[src/rtl/spi_flash_xip_slave_pkg.sv]
// Shared definitions for the SPI flash execute-in-place read slave.
// Holds the transfer FSM state type, the READ opcode and the field widths
// of a READ transaction (command byte, 24-bit byte address, 32-bit word).
package spi_flash_xip_slave_pkg;

   typedef enum logic [2:0] {
      IDLE   = 3'd0,
      CMD    = 3'd1,
      ADDR   = 3'd2,
      DATA   = 3'd3,
      IGNORE = 3'd4
   } state_t;

   localparam logic [7:0] READ_OPCODE = 8'h03;
   localparam int         CMD_BITS    = 8;
   localparam int         ADDR_BITS   = 24;
   localparam int         WORD_BITS   = 32;

endpackage

[src/rtl/spi_flash_xip_slave_if.sv]
// Bus bundle between an SPI master, the flash slave and its backing memory.
// Signals:
//   spi_sck    SPI serial clock (idles low, asynchronous to the system clock)
//   spi_ss     active-low chip selects, SS_NUM wide
//   spi_mosi   command/address bits from the master
//   spi_miso   read-data bits to the master
//   mem_ren    one-cycle read strobe to the word memory
//   mem_raddr  word address (byte address bits [23:2])
//   mem_rdata  little-endian read word, valid one cycle after mem_ren
// Modports: slave (the flash slave), master (SPI master + memory model).
interface spi_flash_xip_slave_if
   import spi_flash_xip_slave_pkg::*;
#(
   parameter int SS_NUM = 8
);
   logic                     spi_sck;
   logic [SS_NUM-1:0]        spi_ss;
   logic                     spi_mosi;
   logic                     spi_miso;
   logic                     mem_ren;
   logic [ADDR_BITS-3:0]     mem_raddr;
   logic [WORD_BITS-1:0]     mem_rdata;

   modport slave (
      input  spi_sck, spi_ss, spi_mosi, mem_rdata,
      output spi_miso, mem_ren, mem_raddr
   );

   modport master (
      output spi_sck, spi_ss, spi_mosi, mem_rdata,
      input  spi_miso, mem_ren, mem_raddr
   );
endinterface

[src/rtl/spi_flash_xip_slave_edge_sync.sv]
// Two-flop synchroniser with rising/falling edge detection.
// Ports:
//   clock, reset  system clock, synchronous active-high reset
//   din           asynchronous input level
//   rise, fall    one-cycle pulses when the synchronised level changes
module spi_edge_sync (
   input  logic clock,
   input  logic reset,
   input  logic din,
   output logic rise,
   output logic fall
);
   logic sync_p0;
   logic sync_p1;
   logic dly_p2;

   always_ff @(posedge clock) begin
      if (reset) begin
         sync_p0 <= 1'b0;
         sync_p1 <= 1'b0;
         dly_p2  <= 1'b0;
      end else begin
         sync_p0 <= din;
         sync_p1 <= sync_p0;
         dly_p2  <= sync_p1;
      end
   end

   assign rise = sync_p1 & ~dly_p2;
   assign fall = ~sync_p1 & dly_p2;
endmodule

[src/rtl/spi_flash_xip_slave.sv]
// SPI flash READ (0x03) slave that serves data from a word-wide memory,
// streaming consecutive words for as long as chip select stays low.
// Ports:
//   clock, reset  system clock, synchronous active-high reset
//   bus           slave modport: SPI pins plus memory read port
// Parameters:
//   SS_NUM        width of the chip-select bus
//   SS_SEL        index of the chip-select bit for this flash
module spi_flash_xip_slave
   import spi_flash_xip_slave_pkg::*;
#(
   parameter int SS_NUM = 8,
   parameter int SS_SEL = 0
) (
   input  logic                    clock,
   input  logic                    reset,
   spi_flash_xip_slave_if.slave    bus
);
   logic                 sck_rise;
   logic                 sck_fall;
   logic                 ss_p0;
   logic                 ss_p1;
   logic                 mosi_p0;
   logic                 mosi_p1;
   logic                 armed;
   state_t               state;
   state_t               state_next;
   logic [4:0]           bit_cnt;
   logic [CMD_BITS-2:0]  cmd_sr;
   logic [ADDR_BITS-2:0] addr_sr;
   logic [WORD_BITS-1:0] data_word;
   logic                 ren_q;
   logic                 ren_d;
   logic [ADDR_BITS-3:0] raddr_q;
   logic                 miso_q;
   logic [CMD_BITS-1:0]  cmd_full;
   logic [ADDR_BITS-1:0] addr_full;
   logic                 ss_off;
   logic [SS_NUM-1:0]    unused_ss_bits;

   assign unused_ss_bits = bus.spi_ss;

   spi_edge_sync u_sck_sync (
      .clock (clock),
      .reset (reset),
      .din   (bus.spi_sck),
      .rise  (sck_rise),
      .fall  (sck_fall)
   );

   // ss and mosi synchronisers: same depth as the sck path, so mosi_p1
   // is aligned with the detected sck rise
   always_ff @(posedge clock) begin
      if (reset) begin
         ss_p0   <= 1'b0;
         ss_p1   <= 1'b0;
         mosi_p0 <= 1'b0;
         mosi_p1 <= 1'b0;
      end else begin
         ss_p0   <= bus.spi_ss[SS_SEL];
         ss_p1   <= ss_p0;
         mosi_p0 <= bus.spi_mosi;
         mosi_p1 <= mosi_p0;
      end
   end

   assign ss_off    = ss_p1;
   assign cmd_full  = {cmd_sr, mosi_p1};
   assign addr_full = {addr_sr, mosi_p1};

   // The synchronised ss reads low straight out of reset, so a transfer
   // may only start once ss has been seen high since the last reset.
   always_ff @(posedge clock) begin
      if (reset) begin
         armed <= 1'b0;
      end else if (ss_off) begin
         armed <= 1'b1;
      end
   end

   always_ff @(posedge clock) begin
      if (reset) begin
         state <= IDLE;
      end else begin
         state <= state_next;
      end
   end

   always_comb begin
      state_next = state;
      case (state)
         IDLE: begin
            if (armed) begin
               state_next = CMD;
            end
         end
         CMD: begin
            if (sck_rise && bit_cnt == 5'(CMD_BITS - 1)) begin
               state_next = (cmd_full == READ_OPCODE) ? ADDR : IGNORE;
            end
         end
         ADDR: begin
            if (sck_rise && bit_cnt == 5'(ADDR_BITS - 1)) begin
               state_next = DATA;
            end
         end
         default: begin
         end
      endcase
      // deselect wins over everything, including a coincident sck rise
      if (ss_off) begin
         state_next = IDLE;
      end
   end

   always_ff @(posedge clock) begin
      if (reset) begin
         bit_cnt   <= '0;
         cmd_sr    <= '0;
         addr_sr   <= '0;
         data_word <= '0;
         ren_q     <= 1'b0;
         ren_d     <= 1'b0;
         raddr_q   <= '0;
         miso_q    <= 1'b0;
      end else begin
         ren_q <= 1'b0;
         ren_d <= ren_q;
         if (ren_d) begin
            data_word <= bus.mem_rdata;
         end
         if (ss_off || state == IDLE) begin
            bit_cnt <= '0;
            miso_q  <= 1'b0;
         end else begin
            case (state)
               CMD: begin
                  miso_q <= 1'b0;
                  if (sck_rise) begin
                     cmd_sr  <= cmd_full[CMD_BITS-2:0];
                     bit_cnt <= (bit_cnt == 5'(CMD_BITS - 1)) ? 5'd0 : bit_cnt + 5'd1;
                  end
               end
               ADDR: begin
                  miso_q <= 1'b0;
                  if (sck_rise) begin
                     addr_sr <= addr_full[ADDR_BITS-2:0];
                     if (bit_cnt == 5'(ADDR_BITS - 1)) begin
                        ren_q   <= 1'b1;
                        raddr_q <= addr_full[ADDR_BITS-1:2];
                        // bit position within the word of the first byte
                        bit_cnt <= {addr_full[1:0], 3'b000};
                     end else begin
                        bit_cnt <= bit_cnt + 5'd1;
                     end
                  end
               end
               DATA: begin
                  if (sck_rise) begin
                     bit_cnt <= bit_cnt + 5'd1;
                     if (bit_cnt == 5'(WORD_BITS - 1)) begin
                        ren_q   <= 1'b1;
                        raddr_q <= raddr_q + 1'b1;
                     end
                  end
                  // byte bit_cnt[4:3], bit 7 - bit_cnt[2:0] of the word
                  if (sck_fall) begin
                     miso_q <= data_word[{bit_cnt[4:3], ~bit_cnt[2:0]}];
                  end
               end
               default: begin
                  miso_q <= 1'b0;
               end
            endcase
         end
      end
   end

   assign bus.spi_miso  = miso_q;
   assign bus.mem_ren   = ren_q;
   assign bus.mem_raddr = raddr_q;
endmodule

[src/flat_wrapper.sv]
// flat-port wrapper written by rule: the top's interface ports become plain ports
module spi_flash_xip_slave_flat import spi_flash_xip_slave_pkg::*;
#(
   parameter int SS_NUM = 8,
   parameter int SS_SEL = 0
)
  (clock, reset, bus_spi_sck, bus_spi_ss, bus_spi_mosi, bus_mem_rdata, bus_spi_miso, bus_mem_ren, bus_mem_raddr);
  spi_flash_xip_slave_if #(.SS_NUM(SS_NUM)) bus_i ();
  input  logic clock;
  input  logic reset;
  input wire logic [$bits(bus_i.spi_sck)-1:0] bus_spi_sck;
  input wire logic [$bits(bus_i.spi_ss)-1:0] bus_spi_ss;
  input wire logic [$bits(bus_i.spi_mosi)-1:0] bus_spi_mosi;
  input wire logic [$bits(bus_i.mem_rdata)-1:0] bus_mem_rdata;
  output wire logic [$bits(bus_i.spi_miso)-1:0] bus_spi_miso;
  output wire logic [$bits(bus_i.mem_ren)-1:0] bus_mem_ren;
  output wire logic [$bits(bus_i.mem_raddr)-1:0] bus_mem_raddr;
  assign bus_i.spi_sck = bus_spi_sck;
  assign bus_i.spi_ss = bus_spi_ss;
  assign bus_i.spi_mosi = bus_spi_mosi;
  assign bus_i.mem_rdata = bus_mem_rdata;
  assign bus_spi_miso = bus_i.spi_miso;
  assign bus_mem_ren = bus_i.mem_ren;
  assign bus_mem_raddr = bus_i.mem_raddr;
  spi_flash_xip_slave #(.SS_NUM(SS_NUM), .SS_SEL(SS_SEL)) u_core (.clock(clock), .reset(reset), .bus(bus_i));
endmodule
[config.mk]
export PLATFORM = sky130hd
export DESIGN_NAME = spi_flash_xip_slave_flat
export DESIGN_NICKNAME = d
export VERILOG_FILES = /design/src/rtl/spi_flash_xip_slave_pkg.sv /design/src/rtl/spi_flash_xip_slave_if.sv /design/src/rtl/spi_flash_xip_slave_edge_sync.sv /design/src/rtl/spi_flash_xip_slave.sv /design/src/flat_wrapper.sv
export SDC_FILE = /design/constraint.sdc
export NUM_CORES = 1
export LEC_CHECK = 0
export ABC_AREA = 1
export BUFFER_PORTS_ARGS = -buffer_cell sky130_fd_sc_hd__buf_4
export CORE_AREA = 2 2 143 145
export CTS_BUF_LIST = sky130_fd_sc_hd__clkbuf_2
export DETAILED_ROUTE_END_ITERATION = 7
export DIE_AREA = 0 0 145 147
export PLACE_DENSITY_LB_ADDON = 0.08
export SKIP_LAST_GASP = 1
export SYNTH_ARGS = -nofsm -noshare
export SYNTH_HDL_FRONTEND = slang
export SYNTH_SLANG_ARGS = --single-unit
[constraint.sdc]
create_clock -name clock -period 3.34 [get_ports clock]
set_input_delay 1.002 -clock clock [delete_from_list [all_inputs] [get_ports clock]]
set_output_delay 1.002 -clock clock [all_outputs]
set_load 0.005 [all_outputs]
==> impl_metrics.yaml, run 1 <==
synthesis:
  yosys_warnings: 0
  synth_area_leader_cell: "dfxtp_1"
  synth_ff_type: "dfxtp_1"
  synth_cell_types: 34
  synthCells: 722
  syn_nets: 769
  synth_edf_count: 0
  synth.top_cells.by_count: "nand2_1 (130), nor2_1 (114), dfxtp_1 (103), a21oi_1 (86), o21ai_0 (84)"
  yosysMostFrequentCell: "nand2_1"
  ys_async_sr_fraction_pct: 0
  synth_top_area_share_pct: 42.51
  netlist_area_um2: 4851
  synth_area_leaders: "dfxtp_1 (43%), nand2_1 (10%), a21oi_1 (8.9%)"
  avgSynthCellArea_um2: 6.719
  synth-seq-cells: 103
  yosysSeqAreaShare_pct: 42.51
timing:
  period_minus_slack_ns: 2.301
  fin_setup_tns_ns: 0
  tightestPinTransition_ns: 0.6008
  max_freq_ghz: 0.4346
  rsz0062_at_grt: "false"
  slew_headroom_pct: 59.85
  report.final.hold_viol_count: 0
  post-route-period-util_pct: 68.89
  drv_slew: 0
  setup_viol: 0
  fin_skew_ns: 0.05308
finish:
  nets: 815
  area_growth_pct: 17.49
  register_area_um2: 2062
  fill_cells: 2215
  layout-drive-gt1-share_pct: 13.08
  multi_input_comb_area_um2: 2321
  fin_area_um2: 5699
clock_network:
  clk_pin_slew_worst_paths_ns: 0.31
  holdBufCountCts: 0
  clock_latency_ns: 0.62
  clk_path_buf_depth: 2
  cts_made_buffers: 9
  cts_max_level: 3
  cts_tree: "built"
  post_cts_buffers: 0
  root_buffer: "clkbuf_2"
  cts.sinks: 103
  ctsResizeCount: 0
worst_hold_path:
  worst_hold_startpoint: "u_core.ss_p0$_SDFF_PP0_"
  holdCritPathClass: "reg -> reg"
drt:
  via_per_inst: 4.403
  ant_nets: 0
  vias: 4592
  detailedRoute.firstIterationViolations: 330
  wl_per_cell_um: 13.13
  drc: 0
  firstDrtPassIters: 4
  wirelength_um: 13690
global_routing:
  grt_pass1_vias: 4587
  grt-ovfl-total: 0
  grt_use_total_pct: 13.47
  grt_max_degree: 53
  grt_pass1_wl_um: 23120
  antenna_found_initial: 1
worst_setup_path:
  slowest_delay_ns: 0.52
  critical_path.slowest_cell: "dfxtp_1"
  crit_arrival_ns: 1.30
  crit_fanout: 5
  crit_required_ns: 2.34
  critPathLaunch: "u_core.bus.mem_raddr[10]$_SDFFE_PP0P_"
  critPathTopFamily: "flip-flops"
  end_kind: "primary output"
  crit_path_start_kind: "flip-flop"
  critPathKind: "reg -> out"
  crit-reg2reg-launch: "u_core.state[1]$_SDFFE_PP0P_"
  critical_path_buf_inv_count: 1
  crit_chain: "buf_4"
run:
  drv_cap: 0
place:
  placed_cell_area_um2: 5547
  finalWeightedCongestion: 0.8431
  io_buffers: 60
  hpwl_um: 9774
power_and_ir_drop:
  peakVddDrop_v: 0.0001834
  p_leak_nw: 2.124
  p_per_area_nw_per_um2: 462.4
floorplan:
  initial_core_util_pct: 24.45
  io_pins: 68
  fp-row-count: 52
  die_width_um: 145
  dieArea_um2: 21320
  fp.dieH_um: 147
  core_region_area_um2: 19840
status:
  status: "finished, final reports clean"
-- where the power goes --
group | switching, mW | internal (mW) | total, mW
Clock | 0.427 | 0.323 | 0.751
Combinational | 0.315 | 0.194 | 0.509
Sequential | 0.0765 | 1.30 | 1.38
-- tightest hold or removal path, stage by stage, from the launching register on --
cell and delay [ns]:
dfxtp_1 0.35, inv_1 0.04, nor2_1 0.03
-- cell families (layout without fill, tap and decap cells) --
kind of cell	count (synthesis)	in the layout	share of synthesized area (%)
compound gates	190	190	20.40
xor+xnor	1	1	0.1806
fa+ha+maj	3	3	0.7739
buf+inv	117	167	9.646
flops	103	103	42.51
other cells	0	1	0
simple gates	308	308	26.49
-- placed cells by master (no fill, tap or decap), types with 2 or more instances in the layout --
cell	instances
nand4_1	5
nand3_2	2
nand3b_1	5
nor2_1	114
a21oi_1	86
nand2_1	130
bufinv_16	3
or2_2	2
o21ai_0	84
nor3_1	6
buf_4	68
o21a_1	3
inv_2	6
nor2_4	2
ha_1	3
inv_1	76
clkinv_1	2
a31oi_1	3
nand3_1	38
nand2_2	2
dfxtp_1	103
o21ai_1	7
clkbuf_2	11
-- cell type report --
| class | count | area share [%] |
|---|---|---|
| multi-input combinational | 502 | 40.72 |
| sequential | 103 | 36.18 |
| timing repair buffer | 68 | 8.957 |
| tap | 270 | 5.928 |
| inverter | 84 | 5.532 |
| clock inverter | 4 | 1.668 |
| clock buffer | 11 | 0.9660 |
| antenna | 1 | 0.04391 |
-- metal layers --
layer	vias to the layer above	part of all wire [%]	global-route usage [%]
met5	-	0	0
met3	8	2.7	1.957
met4	0	0.76	5.347
li1	2423	-	-
met2	57	46	21.48
met1	2104	51	18.41
-- final timing paths --
| check | slack [ns] | end | cells after the start |
|---|---|---|---|
| min reg2reg | 0.40 | u_core.ss_off$_SDFF_PP0_ | 2 |
| max | 1.04 | bus_mem_raddr[10] | 1 |
| max reg2reg | 1.24 | u_core.bus.mem_ren$_SDFF_PP0_ | 5 |
| min | 0.40 | u_core.ss_off$_SDFF_PP0_ | 2 |
-- sequential cells by signal (all words and copies together) (netlist names) --
name / cells
u_core.addr_sr: 23
u_core.armed: 1
u_core.bit_cnt: 5
u_core.bus.mem_raddr: 22
u_core.bus.mem_ren: 1
u_core.bus.spi_miso: 1
u_core.cmd_sr: 7
u_core.data_word: 32
u_core.mosi_p0: 1
u_core.mosi_p1: 1
u_core.ren_d: 1
u_core.ss_off: 1
u_core.ss_p0: 1
u_core.state: 3
u_core.u_sck_sync.dly_p2: 1
u_core.u_sck_sync.sync_p0: 1
u_core.u_sck_sync.sync_p1: 1
-- metrics by stage --
step	util (%)	hold WS (ns)	setup WS [ns]	total power, mW	instances
global placement	27.95	0.3957	1.148	1.909	1027
detailed placement	27.95	0.3999	1.132	1.915	1027
global route	28.72	0.4151	0.8795	2.816	1043
floorplan	-	0.3883	1.485	1.737	722
finish	28.72	0.4030	1.039	2.636	1043
CTS	28.71	0.4087	0.9631	2.689	1042
(Power assumes the default switching activity.)
==> inputs of run 2 (changes only) <==
ABC_AREA = 0   (was 1)
CORE_AREA = 2 2 140 142   (was 2 2 143 145)
DIE_AREA = 0 0 142 144   (was 0 0 145 147)
clock period = 2.05 ns   (was 3.34 ns; I/O delays follow)
==> run 2 against run 1 <==
Against the previous run:
- non-clock buffer count up 16
- wire length fell by 13%
- first-iteration DRC count decreased by 42%
- die area fell by 4.1%
- final area decreased by 2.1%
- sequential cell count is the same
- synthesized cell count down 26%
- clock skew fell by 0.010 ns
- worst hold slack got worse by 0.24 ns
- critical path type unchanged
==> impl_metrics.yaml, run 2 <==
worst_hold_path:
  worst_hold_startpoint: "bus_mem_rdata[30]"
  holdCritPathClass: "in -> reg"
  hold_depth: 3
  whs_endpoint: "u_core.data_word[30]$_SDFFE_PP0P_"
power_and_ir_drop:
  p_leak_nw: 2.001
  power_mw: 3.136
  p_per_area_nw_per_um2: 562.1
  peakVddDrop_v: 0.0002192
clock_network:
  cts_tree: "built"
  clock_latency_ns: 0.65
  cts_max_level: 3
  cts.sinks: 103
  post_cts_buffers: 0
  root_buffer: "clkbuf_2"
  clk_pin_slew_worst_paths_ns: 0.34
  holdBufCountCts: 0
  cts_made_buffers: 9
  ctsResizeCount: 0
  clk_path_buf_depth: 2
worst_setup_path:
  critPathKind: "reg -> out"
  crit_path_start_kind: "flip-flop"
  critical_path_buf_inv_count: 2
  crit-reg2reg-launch: "u_core.bit_cnt[0]$_SDFFE_PP0P_"
  crit_required_ns: 1.43
  slowest_delay_ns: 0.39
  critPathTopFamily: "flip-flops"
  end_kind: "primary output"
  critical_path.slowest_cell: "dfxtp_2"
  crit_arrival_ns: 1.31
  crit_fanout: 11
  r2r_cells: 8
  reg2reg_slack_ns: 0.17
  worst_r2r_endpoint: "u_core.bus.mem_raddr[14]$_SDFFE_PP0P_"
  crit_chain: "buf_4 -> buf_4"
  crit_path_frequent_cell: "buf_4"
finish:
  layout_commonest_cell: "dfxtp_1"
  largest_register_ffs: 32
  layout-drive-gt1-share_pct: 19.49
  fill_cells: 2074
  multi_input_comb_area_um2: 2414
  top_register: "u_core.data_word"
  area_growth_pct: 19.74
  nets: 632
  register_area_um2: 2068
  fin_area_um2: 5579
  most-common-layout-cells: "dfxtp_1 (98), buf_4 (79), nand2_1 (73), nor2_1 (62), a21oi_1 (54)"
timing:
  period_minus_slack_ns: 1.928
  rsz0062_at_grt: "true"
  slew_headroom_pct: 50.99
  drv_slew: 0
  fin_setup_tns_ns: 0
  fin_skew_ns: 0.04273
  setup_viol: 0
  report.final.hold_viol_count: 0
  post-route-period-util_pct: 94.07
  max_freq_ghz: 0.5186
  tightestPinTransition_ns: 0.7289
floorplan:
  dieArea_um2: 20450
  io_pins: 68
  fp.dieH_um: 144
  core_region_area_um2: 19080
  fp-row-count: 51
  die_width_um: 142
  initial_core_util_pct: 24.42
global_routing:
  grt_max_degree: 56
  grt_use_total_pct: 11.71
  grt_pass1_vias: 3617
  grt_pass1_wl_um: 18820
  grt-ovfl-total: 0
  antenna_found_initial: 1
drt:
  routed.top_layer: "met4"
  via_per_inst: 4.705
  wl_met1_um: 5847
  wirelength_um: 11980
  vias: 3905
  wl_per_cell_um: 14.43
  met3_length_um: 427
  drc: 0
  wl_met2_um: 5504
  firstDrtPassIters: 4
  ant_nets: 0
  detailedRoute.firstIterationViolations: 193
synthesis:
  ys_async_sr_fraction_pct: 0
  yosysSeqAreaShare_pct: 44.25
  synth_cell_types: 51
  netlist_area_um2: 4659
  synth-seq-cells: 103
  synth_area_leaders: "dfxtp_1 (44%), mux2i_1 (8.8%), nand2_1 (5.9%)"
  avgSynthCellArea_um2: 8.758
  synth_ff_type: "dfxtp_1"
  synth.top_cells.by_count: "dfxtp_1 (103), nand2_1 (73), nor2_1 (62), a21oi_1 (54), mux2i_1 (41)"
  syn_nets: 579
  yosysMostFrequentCell: "dfxtp_1"
  yosys_warnings: 0
  synth_edf_count: 0
  synth_area_leader_cell: "dfxtp_1"
  synth_top_area_share_pct: 44.25
  synthCells: 532
place:
  placed_cell_area_um2: 5434
  hpwl_um: 8025
  io_buffers: 60
  finalWeightedCongestion: 0.7098
status:
  status: "finished, final reports clean"
run:
  drv_cap: 0
-- run 2: changes by cell type in the layout (fill, tap and decap cells not counted), sizes merged, moves of 6 or more --
| cell | delta |
|---|---|
| nand2 | -59 |
| buf | +15 |
| nor3b | +6 |
| nand2b | +6 |
| o21ai | -68 |
| a21oi | -33 |
| nand3 | -27 |
| nor2 | -55 |
| and3 | +6 |
| mux4 | +9 |
| inv | -75 |
| mux2i | +41 |
| nor2b | +12 |
-- run 2: cell type report --
| class | count | area share [%] |
|---|---|---|
| diodes | 2 | 0.08971 |
| clock inverters | 7 | 1.121 |
| multi-input cells | 384 | 43.26 |
| clock buffers | 9 | 0.8074 |
| inverters | 3 | 0.2018 |
| well taps | 238 | 5.338 |
| flip-flops and latches | 103 | 37.07 |
| repair buffers | 84 | 12.11 |
-- run 2: logic make-up after synthesis --
group | Yosys count | share of synthesized area (%)
muxes | 50 | 13.72
and+or+nand+nor | 212 | 21.80
DFF | 103 | 44.25
xor gates and xnor gates | 2 | 0.3760
adders and majority gates | 3 | 0.8057
AOI/OAI and AO/OA | 117 | 14.82
buffers and inverters | 45 | 4.216
-- run 2: per-stage QoR --
stage / cells / hold slack (ns) / worst slack [ns] / utilization (%)
global route: 830 / 0.09778 / 0.01189 / 29.24
CTS: 827 / 0.08479 / 0.03079 / 29.04
detailed placement: 811 / 0.4294 / 0.1522 / 28.48
floorplan: 532 / 0.4138 / 0.2092 / -
global placement: 811 / 0.4336 / 0.1487 / 28.48
finish: 830 / 0.1610 / 0.1217 / 29.24
-- run 2: how the worst max path moves through the flow --
stage,start,endpoint,slack (ns),cells after the start
after detailed placement,u_core.bus.mem_raddr[0]$_SDFFE_PP0P_,u_core.bus.mem_raddr[14]$_SDFFE_PP0P_,0.15,7
after floorplan,u_core.bit_cnt[2]$_SDFFE_PP0P_,u_core.bus.mem_raddr[16]$_SDFFE_PP0P_,0.21,10
after CTS,u_core.bus.mem_raddr[4]$_SDFFE_PP0P_,bus_mem_raddr[4],0.03,2
after global routing,u_core.bus.mem_raddr[4]$_SDFFE_PP0P_,bus_mem_raddr[4],0.01,2
final,u_core.bus.mem_raddr[4]$_SDFFE_PP0P_,bus_mem_raddr[4],0.12,2
after global placement,u_core.bit_cnt[1]$_SDFFE_PP0P_,u_core.bus.spi_miso$_SDFFE_PP0P_,0.15,5
-- run 2: routing by layer --
| layer | vias up | GRT usage [%] |
|---|---|---|
| met2 | 64 | 18.97 |
| met3 | 14 | 2.417 |
| met4 | 0 | 4.895 |
| met5 | - | 0 |
| met1 | 1832 | 15.22 |
| li1 | 1995 | - |
-- run 2: where the power goes --
| group | switching [mW] | total, mW | leakage, nW | internal (mW) |
|---|---|---|---|---|
| sequential | 0.00577 | 2.03 | 0.833 | 2.02 |
| clock | 0.778 | 0.968 | 0.0654 | 0.189 |
| combinational | 0.0703 | 0.140 | 1.10 | 0.0697 |
-- run 2: worst reg2reg max path, cell delays in order (launching register included) --
cell and delay (ns):
dfxtp_2 0.40, ha_1 0.24, and3_1 0.20, ha_1 0.17
nand2_1 0.06, o21ai_1 0.07, nor2b_4 0.15, clkbuf_4 0.23
a221oi_1 0.28
==> inputs of run 3 (changes only) <==
BUFFER_PORTS_ARGS = -buffer_cell sky130_fd_sc_hd__buf_2   (was -buffer_cell sky130_fd_sc_hd__buf_4)
==> run 3 against run 2 <==
Against the previous run:
- worst hold slack gained 0.013 ns
- sequential power is essentially flat
- via count grew 0.31%
- critical path type unchanged
- critical endpoint unchanged
==> impl_metrics.yaml, run 3 (synthesis results as in run 2) <==
clock_network:
  holdBufCountCts: 0
  cts_tree: "built"
  clock_latency_ns: 0.62
  clk_path_buf_depth: 2
  ctsResizeCount: 0
  root_buffer: "clkbuf_2"
  post_cts_buffers: 0
  cts_made_buffers: 9
  cts.sinks: 103
  cts_max_level: 3
  clk_pin_slew_worst_paths_ns: 0.34
place:
  io_buffers: 60
  hpwl_um: 8220
  finalWeightedCongestion: 0.7295
  pre_cts_slack_ns: 0.1188
floorplan:
  initial_core_util_pct: 24.42
  io_pins: 68
  dieArea_um2: 20450
  core_region_area_um2: 19080
  fp.dieH_um: 144
  fp-row-count: 51
  die_width_um: 142
drt:
  wl_per_cell_um: 14.29
  drc: 0
  wirelength_um: 11870
  via_per_inst: 4.714
  ant_nets: 0
  detailedRoute.firstIterationViolations: 224
  firstDrtPassIters: 4
  vias: 3917
status:
  status: "finished, final reports clean"
worst_setup_path:
  crit_arrival_ns: 1.29
  critPathKind: "reg -> out"
  crit_fanout: 11
  crit_path_start_kind: "flip-flop"
  end_kind: "primary output"
  crit_required_ns: 1.43
finish:
  largest_register_ffs: 32
  nets: 633
  layout_commonest_cell: "dfxtp_1"
  top_register: "u_core.data_word"
  layout-drive-gt1-share_pct: 19.80
  fill_cells: 2063
  most-common-layout-cells: "dfxtp_1 (96), nand2_1 (73), nor2_1 (62), buf_2 (59), a21oi_1 (54)"
  area_growth_pct: 16.51
global_routing:
  grt_use_total_pct: 12.18
  grt_pass1_vias: 3709
  grt_max_degree: 41
  grt_pass1_wl_um: 19420
  antenna_found_initial: 1
  grt-ovfl-total: 0
timing:
  fin_ws_ns: 0.1436
  max_freq_ghz: 0.5245
  rsz0062_at_grt: "true"
  setup_viol: 0
  slew_headroom_pct: 53.29
  fin_skew_ns: 0.04390
  drv_slew: 0
  hold-worst-slack_ns: 0.1736
  post-route-period-util_pct: 93.00
  report.final.hold_viol_count: 0
  tightestPinTransition_ns: 0.6947
  period_minus_slack_ns: 1.906
power_and_ir_drop:
  peakVddDrop_v: 0.0001882
  p_per_area_nw_per_um2: 575.6
  p_leak_nw: 1.969
run:
  drv_cap: 0
worst_hold_path:
  holdCritPathClass: "in -> reg"
[run 3: cell types whose count changed in the layout (fill, tap and decap cells not counted), sizes merged]
| cell | change |
|---|---|
| buf | +2 |
| clkbuf | -1 |
| clkinv | -1 |
| clkinvlp | +1 |
[run 3: stage by stage]
step	power, mW	cell area (um2)	std cells	util, %	TNS [ns]
6_report	3.125	5429	831	28.45	0
5_1_grt	3.322	5429	831	28.45	-0.04432
4_1_cts	3.204	5413	829	28.37	0
3_5_place_dp	2.185	5304	813	27.80	0
3_3_place_gp	2.183	5304	813	27.80	0
2_1_floorplan	2.122	4659	532	-	0
[run 3: final timing paths]
check	depth (start not counted)	end	start	slack, ns
max	2	bus_mem_raddr[4]	u_core.bus.mem_raddr[4]$_SDFFE_PP0P_	0.14
max reg2reg	7	u_core.bus.mem_raddr[14]$_SDFFE_PP0P_	u_core.bus.mem_raddr[1]$_SDFFE_PP0P_	0.15
min reg2reg	2	u_core.addr_sr[3]$_SDFFE_PP0P_	u_core.addr_sr[2]$_SDFFE_PP0P_	0.45
min	3	u_core.data_word[3]$_SDFFE_PP0P_	bus_mem_rdata[3]	0.17
[run 3: power by group]
group | switching, mW | internal [mW] | leakage (nW)
Combinational | 0.0694 | 0.0500 | 1.07
Clock | 0.786 | 0.190 | 0.0630
Sequential | 0.00648 | 2.02 | 0.835
[run 3: layout make-up]
cell class / instances / area (um2) / share of cell area, %
antenna: 2 / 5.005 / 0.09219
sequential: 103 / 2071 / 38.14
timing repair buffer: 85 / 531.8 / 9.795
multi-input combinational: 384 / 2404 / 44.27
clock inverter: 7 / 63.81 / 1.175
inverter: 3 / 11.26 / 0.2074
clock buffer: 9 / 45.04 / 0.8297
tap: 238 / 297.8 / 5.485
[run 3: routing by layer]
layer | routed length, um | part of all wire [%] | up-vias | global-route usage [%]
met5 | 0 | 0 | - | 0
met1 | 5745 | 48 | 1841 | 16.12
met3 | 359 | 3.0 | 16 | 2.252
met4 | 189 | 1.6 | 0 | 4.895
met2 | 5578 | 47 | 56 | 19.65
li1 | - | - | 2004 | -
[run 3: critical path, stage by stage (launching register included)]
cell	delay [ns]
dfxtp_2	0.41
buf_6	0.14
buf_2	0.12
